===== src/rtl/csr_pkg.sv =====
// Shared definitions for the DMA CSR bus: widths, master states and the
// register offsets decoded by the DMA CSR slave.
package csr_pkg;

    localparam int CSR_ADDR_W = 32;
    localparam int CSR_DATA_W = 32;

    typedef enum logic [1:0] {
        IDLE  = 2'd0,
        WRITE = 2'd1,
        READ  = 2'd2,
        RESP  = 2'd3
    } csr_master_state_t;

    // Register map of the DMA CSR slave (byte offsets, word aligned)
    localparam logic [CSR_ADDR_W-1:0] CSR_DMA_CTRL   = 32'h0000_0000;
    localparam logic [CSR_ADDR_W-1:0] CSR_DMA_SRC    = 32'h0000_0004;
    localparam logic [CSR_ADDR_W-1:0] CSR_DMA_DST    = 32'h0000_0008;
    localparam logic [CSR_ADDR_W-1:0] CSR_DMA_LEN    = 32'h0000_000C;
    localparam logic [CSR_ADDR_W-1:0] CSR_DMA_CFG    = 32'h0000_0010;

endpackage


===== src/rtl/csr_timeout_cnt.sv =====
// Wait-request timer. Down-counter loaded with TIMEOUT-1 on clear and
// decremented on every stalled cycle; expired flags terminal count, which
// corresponds to TIMEOUT-1 stalled cycles having elapsed since clear.
module csr_timeout_cnt #(
    parameter int TIMEOUT = 16
) (
    input  logic clk,
    input  logic reset,
    input  logic clear,
    input  logic enable,
    output logic expired
);

    localparam int CNT_W = (TIMEOUT > 2) ? $clog2(TIMEOUT) : 1;
    localparam logic [CNT_W-1:0] LOAD = CNT_W'(TIMEOUT - 1);

    logic [CNT_W-1:0] cnt;

    // Reload on clear, count down while stalled, saturate at zero
    always_ff @(posedge clk or posedge reset) begin
        if (reset) begin
            cnt <= LOAD;
        end else if (clear) begin
            cnt <= LOAD;
        end else if (enable && (cnt != '0)) begin
            cnt <= cnt - 1'b1;
        end
    end

    assign expired = (cnt == '0);

endmodule


===== src/rtl/csr_master.sv =====
// CSR bus initiator: accepts one host command at a time, runs a single
// write or read on the CSR bus honouring wait-request with a timeout, and
// returns the result on a valid/ready response port.
//
//   state | meaning
//   IDLE  | ready for a command (cmd_ready=1 once out of reset)
//   WRITE | csr_wr asserted, waiting for csr_wait_rq=0 or timeout
//   READ  | csr_rd asserted, waiting for csr_wait_rq=0 or timeout
//   RESP  | response held on rsp_* until rsp_ready
module csr_master
    import csr_pkg::*;
#(
    parameter int                ADDR_W   = CSR_ADDR_W,
    parameter int                DATA_W   = CSR_DATA_W,
    parameter int                TIMEOUT  = 16,
    parameter logic [DATA_W-1:0] ERR_DATA = '0
) (
    input  logic              clk,
    input  logic              reset,
    input  logic              cmd_valid,
    output logic              cmd_ready,
    input  logic              cmd_write,
    input  logic [ADDR_W-1:0] cmd_addr,
    input  logic [DATA_W-1:0] cmd_wdata,
    output logic              rsp_valid,
    input  logic              rsp_ready,
    output logic              rsp_write,
    output logic [DATA_W-1:0] rsp_rdata,
    output logic              rsp_err,
    output logic              csr_wr,
    output logic              csr_rd,
    output logic [ADDR_W-1:0] csr_addr,
    output logic [DATA_W-1:0] csr_wr_data,
    input  logic              csr_wait_rq,
    input  logic [DATA_W-1:0] csr_rd_data
);

    csr_master_state_t state;
    logic              busy;
    logic              tmo_clear;
    logic              tmo_expired;

    assign busy      = (state == WRITE) || (state == READ);
    assign tmo_clear = (state == IDLE);

    csr_timeout_cnt #(
        .TIMEOUT (TIMEOUT)
    ) u_timeout (
        .clk     (clk),
        .reset   (reset),
        .clear   (tmo_clear),
        .enable  (busy && csr_wait_rq),
        .expired (tmo_expired)
    );

    // Transaction sequencer; every output is a register so strobes are glitch-free
    always_ff @(posedge clk or posedge reset) begin
        if (reset) begin
            state       <= IDLE;
            cmd_ready   <= 1'b0;
            rsp_valid   <= 1'b0;
            rsp_write   <= 1'b0;
            rsp_rdata   <= '0;
            rsp_err     <= 1'b0;
            csr_wr      <= 1'b0;
            csr_rd      <= 1'b0;
            csr_addr    <= '0;
            csr_wr_data <= '0;
        end else begin
            case (state)
                IDLE: begin
                    if (cmd_valid && cmd_ready) begin
                        cmd_ready <= 1'b0;
                        rsp_write <= cmd_write;
                        rsp_rdata <= '0;
                        rsp_err   <= 1'b0;
                        if (cmd_addr[1:0] != 2'b00) begin
                            // Misaligned: answer immediately, no bus cycle
                            rsp_err   <= 1'b1;
                            rsp_valid <= 1'b1;
                            if (!cmd_write) begin
                                rsp_rdata <= ERR_DATA;
                            end
                            state <= RESP;
                        end else begin
                            csr_addr    <= cmd_addr;
                            csr_wr_data <= cmd_wdata;
                            csr_wr      <= cmd_write;
                            csr_rd      <= !cmd_write;
                            state       <= cmd_write ? WRITE : READ;
                        end
                    end else begin
                        // Also brings cmd_ready up one cycle after reset release
                        cmd_ready <= 1'b1;
                    end
                end

                WRITE, READ: begin
                    if (!csr_wait_rq) begin
                        // Completion wins over a simultaneous terminal count
                        csr_wr    <= 1'b0;
                        csr_rd    <= 1'b0;
                        if (state == READ) begin
                            rsp_rdata <= csr_rd_data;
                        end
                        rsp_valid <= 1'b1;
                        state     <= RESP;
                    end else if (tmo_expired) begin
                        csr_wr    <= 1'b0;
                        csr_rd    <= 1'b0;
                        rsp_err   <= 1'b1;
                        if (state == READ) begin
                            rsp_rdata <= ERR_DATA;
                        end
                        rsp_valid <= 1'b1;
                        state     <= RESP;
                    end
                end

                RESP: begin
                    if (rsp_ready) begin
                        rsp_valid <= 1'b0;
                        cmd_ready <= 1'b1;
                        state     <= IDLE;
                    end
                end

                default: begin
                    state <= IDLE;
                end
            endcase
        end
    end

endmodule


===== config.mk =====
export PLATFORM = sky130hd
export DESIGN_NAME = csr_master
export DESIGN_NICKNAME = d
export VERILOG_FILES = /design/src/rtl/csr_pkg.sv /design/src/rtl/csr_timeout_cnt.sv /design/src/rtl/csr_master.sv
export SDC_FILE = /design/constraint.sdc
export NUM_CORES = 1
export LEC_CHECK = 0
export CAP_MARGIN = 5
export CORE_ASPECT_RATIO = 2
export CORE_UTILIZATION = 44
export CTS_CLUSTER_DIAMETER = 80
export CTS_CLUSTER_SIZE = 16
export DETAILED_ROUTE_END_ITERATION = 10
export HOLD_SLACK_MARGIN = 0.08
export PLACE_DENSITY = 0.9
export RECOVER_POWER = 100
export SLEW_MARGIN = 20
export SYNTH_ARGS = -nofsm -noshare
export SYNTH_HDL_FRONTEND = slang
export SYNTH_SLANG_ARGS = --single-unit
export TNS_END_PERCENT = 10

===== constraint.sdc =====
create_clock -name clk -period 10.5 [get_ports clk]
set_input_delay 2.1 -clock clk [delete_from_list [all_inputs] [get_ports clk]]
set_output_delay 2.1 -clock clk [all_outputs]
set_load 0.005 [all_outputs]

==> results_dict.tcl, run 1 <==
set metrics [dict create \
    outcome "complete, but fails checks" \
    violations "max-capacitance violations, max-slew violations" \
    placed_area_um2 6500 \
    worst-setup-path-type "in -> reg" \
    powerDensity_nw_per_um2 251 \
    drv_slew 172 \
    n_fill_cell 734 \
    synthesis.area_um2 4380 \
    drt-initial-drc-count 112 \
    antenna_found_initial 0 \
    dieArea_um2 10400 \
    final_cell_area_um2 6740 \
    grt_start_max_net_pins 73 \
    skew_ns 0.00661 \
    async_reset_ff_share_pct 100 \
    synth.avg_cell_area_um2 12.7 \
    synthAdderAreaFrac_pct 1.14 \
    synth_largest_type_area_fraction_pct 59.5 \
    synthSimpleGateAreaFrac_pct 8.52 \
    synth_compound_gate_area_share_pct 6.86 \
    wl_per_cell_um 16.4 \
    max_clock_freq_ghz 0.172 \
    cp-start-kind "primary input" \
    drc_errors 0 \
    yosys.cell_types.count 36 \
    ys_top_cells_by_count "dfrtp_1, nand2_1, mux2_2, o21ai_0, mux2_4" \
    cap_violations 3 \
    start_util_pct 45.1 \
    muxShareOfSynthArea_pct 18.4 \
    cp.required_ns 10.71 \
    min_path_type "reg -> reg" \
    clk_pin_slew_ns 0.07 \
    overflow 0 \
    viasPerCell 4.89 \
    setup_slack_ns 4.69 \
    tritoncts "yes" \
    dp_hpwl_mm 8.33 \
    yosys-top-cells-area "dfrtp_1, mux2_2, nand2_1" \
    syn_nets 451 \
    syn_to_final_growth_pct 53.9 \
    clkSinkCount 108 \
    arrival_ns 6.02 \
    cts_resized 0 \
    synth_ff_type "dfrtp_1" \
    yosys.cell_count.top_type "dfrtp_1" \
    core.rowCount 51 \
    rsz0062_at_grt "false" \
    finalHoldViolCount 0 \
    crit_path_end_kind "flip-flop" \
    cts_root_buf "clkbuf_16" \
    drtAntennaViolNets 0 \
    cts_setup_buffers 0 \
    tightest_slew_ns 3.54 \
    cp_max_fo 68 \
    leakage_nw 3.17 \
    cts_made_buffers 9 \
    clk_latency_ns 0.34 \
    num_antenna_cells 0 \
    yosysSeqAreaShare_pct 61.9 \
    ios 204 \
    portBuffers 203 \
    grt_pass1_vias 3401 \
    dpl_worst_slack_ns 6.34 \
    synthXorXnorAreaFrac_pct 0.200 \
    slew_headroom_pct -136 \
    dr.pass1.iters 4 \
    nets 648 \
    synth_top_family_by_area "multiplexers" \
    layout-drive-gt1-share_pct 13.3 \
    clockBufferDepth 2 \
    h-tree-depth 3 \
    ys_ff_latch 108 \
    core_area_um2 9700 \
    yosys_warnings 0 \
    vias 3318 \
    detail_route.wirelength_mm 11.1 \
    setup_tns_ns 0 \
    grt_pass1_wl_mm 17.1 \
    final.min_clock_period_ns 5.81 \
    synth_edf_count 0 \
    track_usage_pct 22.0 \
    ir_drop_uv 207 \
    hold_buffers 0 \
    setup_violations 0 \
    place_congestion 0.835 \
    post-route-period-util_pct 55.3 \
    synth_area_leader_cell "dfrtp_1" \
    fp.dieW_um 72.5 \
    die_height_um 143 \
    synthCells 345 \
]
final timing paths:
path                               start              to  slack [ns]  depth (start not counted)
min in group asynchronous          reset  csr_wr_data[5]        2.59                          2
max in group asynchronous          reset   rsp_rdata[20]        6.35                          3
min                        rsp_rdata[29]   rsp_rdata[29]        0.48                          2
max reg2reg                     state[1]    csr_addr[18]        6.22                          6
min reg2reg                rsp_rdata[29]   rsp_rdata[29]        0.48                          2
max                            cmd_valid    csr_addr[18]        4.69                          5
through the flow:
step,hold slack [ns],util [%],std cells,power (mW)
final,0.478,69.5,679,1.69
after global routing,0.491,69.5,679,1.80
after CTS,0.486,70.2,679,1.79
after detailed placement,0.470,67.0,663,1.44
after global placement,0.462,67.0,663,1.40
after floorplan,0.470,-,345,1.00
placed cells by master, fill, tap and decap left out, types with 2 or more instances in the layout:
| cell type | n |
|---|---|
| mux2_1 | 17 |
| clkbuf_16 | 9 |
| o2bb2ai_1 | 2 |
| ha_1 | 4 |
| o22ai_1 | 2 |
| nand2b_1 | 2 |
| clkbuf_1 | 2 |
| a21o_1 | 4 |
| nor2_1 | 3 |
| dfrtp_1 | 104 |
| o21ai_0 | 37 |
| nand3_1 | 3 |
| inv_6 | 3 |
| dfstp_2 | 4 |
| mux2i_1 | 4 |
| mux2_2 | 46 |
| dlygate4sd3_1 | 105 |
| clkdlybuf4s50_1 | 98 |
| nand2_1 | 68 |
| inv_1 | 5 |
layer usage:
layer	share of wire (%)	up-vias	global-route usage, %	routed length [µm]
met5	0	-	0	0
met4	3.8	0	11.2	422
met3	6.2	32	5.79	688
met2	55	136	39.3	6080
met1	35	1577	23.0	3950
li1	-	1573	-	-
sequential cells by signal, indices dropped and copies added, names as in the netlist:
name,flops
csr_wr_data,32
state,2
rsp_rdata,32
cmd_ready,1
rsp_write,1
rsp_valid,1
csr_rd,1
rsp_err,1
u_timeout.cnt,4
csr_wr,1
csr_addr,32
critical path: stages:
cell and delay (ns):
dlygate4sd3_1 0.59, nand3_1 0.15, or3_2 0.13, clkbuf_1 2.48, mux2_2 0.51
report_power, final:
part	leakage, nW	internal [mW]	switching [mW]
Sequential	1.39	0.586	0.0839
Clock	0.150	0.194	0.153
Combinational	1.63	0.380	0.292
Total	3.17	1.16	0.529
cell type report:
type | count | area [µm²] | area share (%)
Sequential cell | 108 | 2710 | 40.2
Timing Repair Buffer | 206 | 2050 | 30.4
Multi-Input combinational cell | 211 | 1490 | 22.0
Clock buffer | 10 | 239 | 3.55
Tap cell | 132 | 165 | 2.45
Clock inverter | 6 | 68.8 | 1.02
Inverter | 6 | 23.8 | 0.353
cell families (layout without fill, tap and decap cells):
logic type	count (synthesis)	after routing
flip-flops	108	108
AND/OR/NAND/NOR	87	87
multiplexers	67	67
AO/OA/AOI/OAI	52	52
buffers and inverters	26	228
adder cells (fa/ha/maj)	4	4
XOR/XNOR	1	1
(Power assumes the default switching activity.)
==> inputs of run 2 (changes only) <==
--- a/config.mk
+++ b/config.mk
@@ -7,12 +7,12 @@
 export LEC_CHECK = 0
 export CAP_MARGIN = 5
 export CORE_ASPECT_RATIO = 2
-export CORE_UTILIZATION = 44
+export CORE_UTILIZATION = 37
 export CTS_CLUSTER_DIAMETER = 80
 export CTS_CLUSTER_SIZE = 16
 export DETAILED_ROUTE_END_ITERATION = 10
 export HOLD_SLACK_MARGIN = 0.08
-export PLACE_DENSITY = 0.9
+export PLACE_DENSITY = 0.81
 export RECOVER_POWER = 100
 export SLEW_MARGIN = 20
 export SYNTH_ARGS = -nofsm -noshare
==> constraint.sdc (replaced) <==
create_clock -name clk -period 5.1 [get_ports clk]
set_input_delay 1.02 -clock clk [delete_from_list [all_inputs] [get_ports clk]]
set_output_delay 1.02 -clock clk [all_outputs]
set_load 0.005 [all_outputs]
==> run 2 against run 1 <==
- the flow still finishes with violations (max-capacitance violations, max-slew violations)
- first-iteration DRC count fell by 41%
- combinational power up 110%
- die area is 19% higher
- cell area about the same
- core utilization fell by 11 points
- via count is 0.24% lower
- worst setup slack worse by 3.1 ns
- highest routed layer unchanged
==> results_dict.tcl, run 2 (synthesis gave the netlist of run 1 again) <==
set metrics [dict create \
    r2r-start "state[0]" \
    core.rowCount 55 \
    start_util_pct 38.3 \
    cp_max_fo 68 \
    clk_pin_slew_ns 0.07 \
    final.min_clock_period_ns 3.54 \
    rsz0062_at_grt "false" \
    min_to "rsp_rdata[25]" \
    viasPerCell 4.80 \
    die_height_um 156 \
    tritoncts "yes" \
    dp_hpwl_mm 8.63 \
    worst-setup-path-type "in -> reg" \
    mostFrequentLayoutCells "dlygate4sd3_1, dfrtp_1, clkdlybuf4s50_1, nand2_1, mux2_2" \
    max_clock_freq_ghz 0.282 \
    grt_start_max_net_pins 71 \
    leakage_nw 3.17 \
    n_fill_cell 979 \
    clockBufferDepth 2 \
    nets 648 \
    h-tree-depth 3 \
    powerDensity_nw_per_um2 508 \
    fp.dieW_um 78.9 \
    crit_path_end_kind "flip-flop" \
    cts_made_buffers 9 \
    min_delay_path_depth 2 \
    arrival_ns 3.75 \
    grt_pass1_wl_mm 17.7 \
    hold_start "rsp_rdata[25]" \
    layout-drive-gt1-share_pct 13.9 \
    power_mw 3.42 \
    place_congestion 0.771 \
    outcome "complete, but fails checks" \
    drt-initial-drc-count 66 \
    ir_drop_uv 431 \
    dr.pass1.iters 4 \
    utilization_pct 58.9 \
    ios 204 \
    tightest_slew_ns 1.68 \
    skew_ns 0.00777 \
    min_path_type "reg -> reg" \
    drc_errors 0 \
    portBuffers 203 \
    reg_top3 "csr_addr: 32 flops, csr_wr_data: 32 flops, rsp_rdata: 32 flops" \
    vias 3310 \
    wl_per_cell_um 16.5 \
    dieArea_um2 12300 \
    reg2reg_slack_ns 1.82 \
    violations "max-capacitance violations, max-slew violations" \
    crit_start "cmd_valid" \
    core_area_um2 11400 \
    antenna_found_initial 0 \
    cp.required_ns 5.31 \
    clk_latency_ns 0.34 \
    drtAntennaViolNets 0 \
    setup_tns_ns 0 \
    drv_slew 69 \
    track_usage_pct 18.9 \
    p_switching_mw 1.09 \
    pwr-share-clk_pct 19.4 \
    cts_resized 0 \
    clkSinkCount 108 \
    hold_buffers 0 \
    grt_pass1_vias 3525 \
    slew_headroom_pct -12.0 \
    finalHoldViolCount 0 \
    p_comb_share_pct 40.4 \
    overflow 0 \
    reg2regPathDepth 6 \
    internal-power_mw 2.33 \
    cts_setup_buffers 0 \
    r2r-end "csr_wr_data[8]" \
    post-route-period-util_pct 69.5 \
    detail_route.wirelength_mm 11.3 \
    cts_root_buf "clkbuf_16" \
    num_antenna_cells 0 \
    cp-start-kind "primary input" \
    seqPwrFrac_pct 40.2 \
    syn_to_final_growth_pct 53.8 \
    cap_violations 1 \
    setup_violations 0 \
    netSwitchingFraction_pct 31.8 \
    final_common_cell "dlygate4sd3_1" \
]
==> run 2: layer usage <==
| layer | routed length, µm | vias up | GRT usage (%) | share of wire, % |
|---|---|---|---|---|
| met5 | 0 | - | 0 | 0 |
| met3 | 660 | 37 | 3.98 | 5.8 |
| li1 | - | 1575 | - | - |
| met1 | 3840 | 1561 | 19.0 | 34 |
| met2 | 6260 | 137 | 35.3 | 55 |
| met4 | 574 | 0 | 10.3 | 5.1 |
==> run 2: power by group through the flow <==
stage / registers [mW] / clock network, mW / logic (mW)
after floorplan: 1.42 / 0 / 0.645
after global placement: 1.39 / 0 / 1.50
after detailed placement: 1.41 / 0 / 1.56
after CTS: 1.39 / 0.685 / 1.57
after global routing: 1.42 / 0.721 / 1.52
final: 1.37 / 0.664 / 1.38
==> run 2: layout make-up <==
class	count	area, µm²	share of cell area [%]
clock buffers	10	229	3.40
clock inverters	6	56.3	0.836
inverters	6	25.0	0.372
multi-input cells	211	1490	22.1
flip-flops and latches	108	2710	40.2
well taps	142	178	2.64
repair buffers	206	2050	30.5
==> run 2: worst max-delay path, cell delays in order <==
cell and delay [ns]:
dlygate4sd3_1 0.57, nand3_1 0.13, or3_2 0.44, clkbuf_2 0.86, mux2_1 0.66
==> run 2: worst max-delay path by stage <==
stage / endpoint / cells after the start
after floorplan: cmd_ready / 1
after global placement: csr_rd / 6
after detailed placement: csr_rd / 6
after CTS: csr_rd / 6
after global routing: csr_wr_data[8] / 5
final: csr_wr_data[8] / 5
==> run 2: per-stage QoR <==
stage          std cells  area [µm²]  setup slack [ns]  hold WS, ns
4_1_cts              689        6800              2.42        0.486
5_1_grt              689        6730              1.39        0.507
3_3_place_gp         673        6510              2.07        0.462
3_5_place_dp         673        6510              2.06        0.469
2_1_floorplan        345        4380              1.24        0.470
6_report             689        6730              1.56        0.473
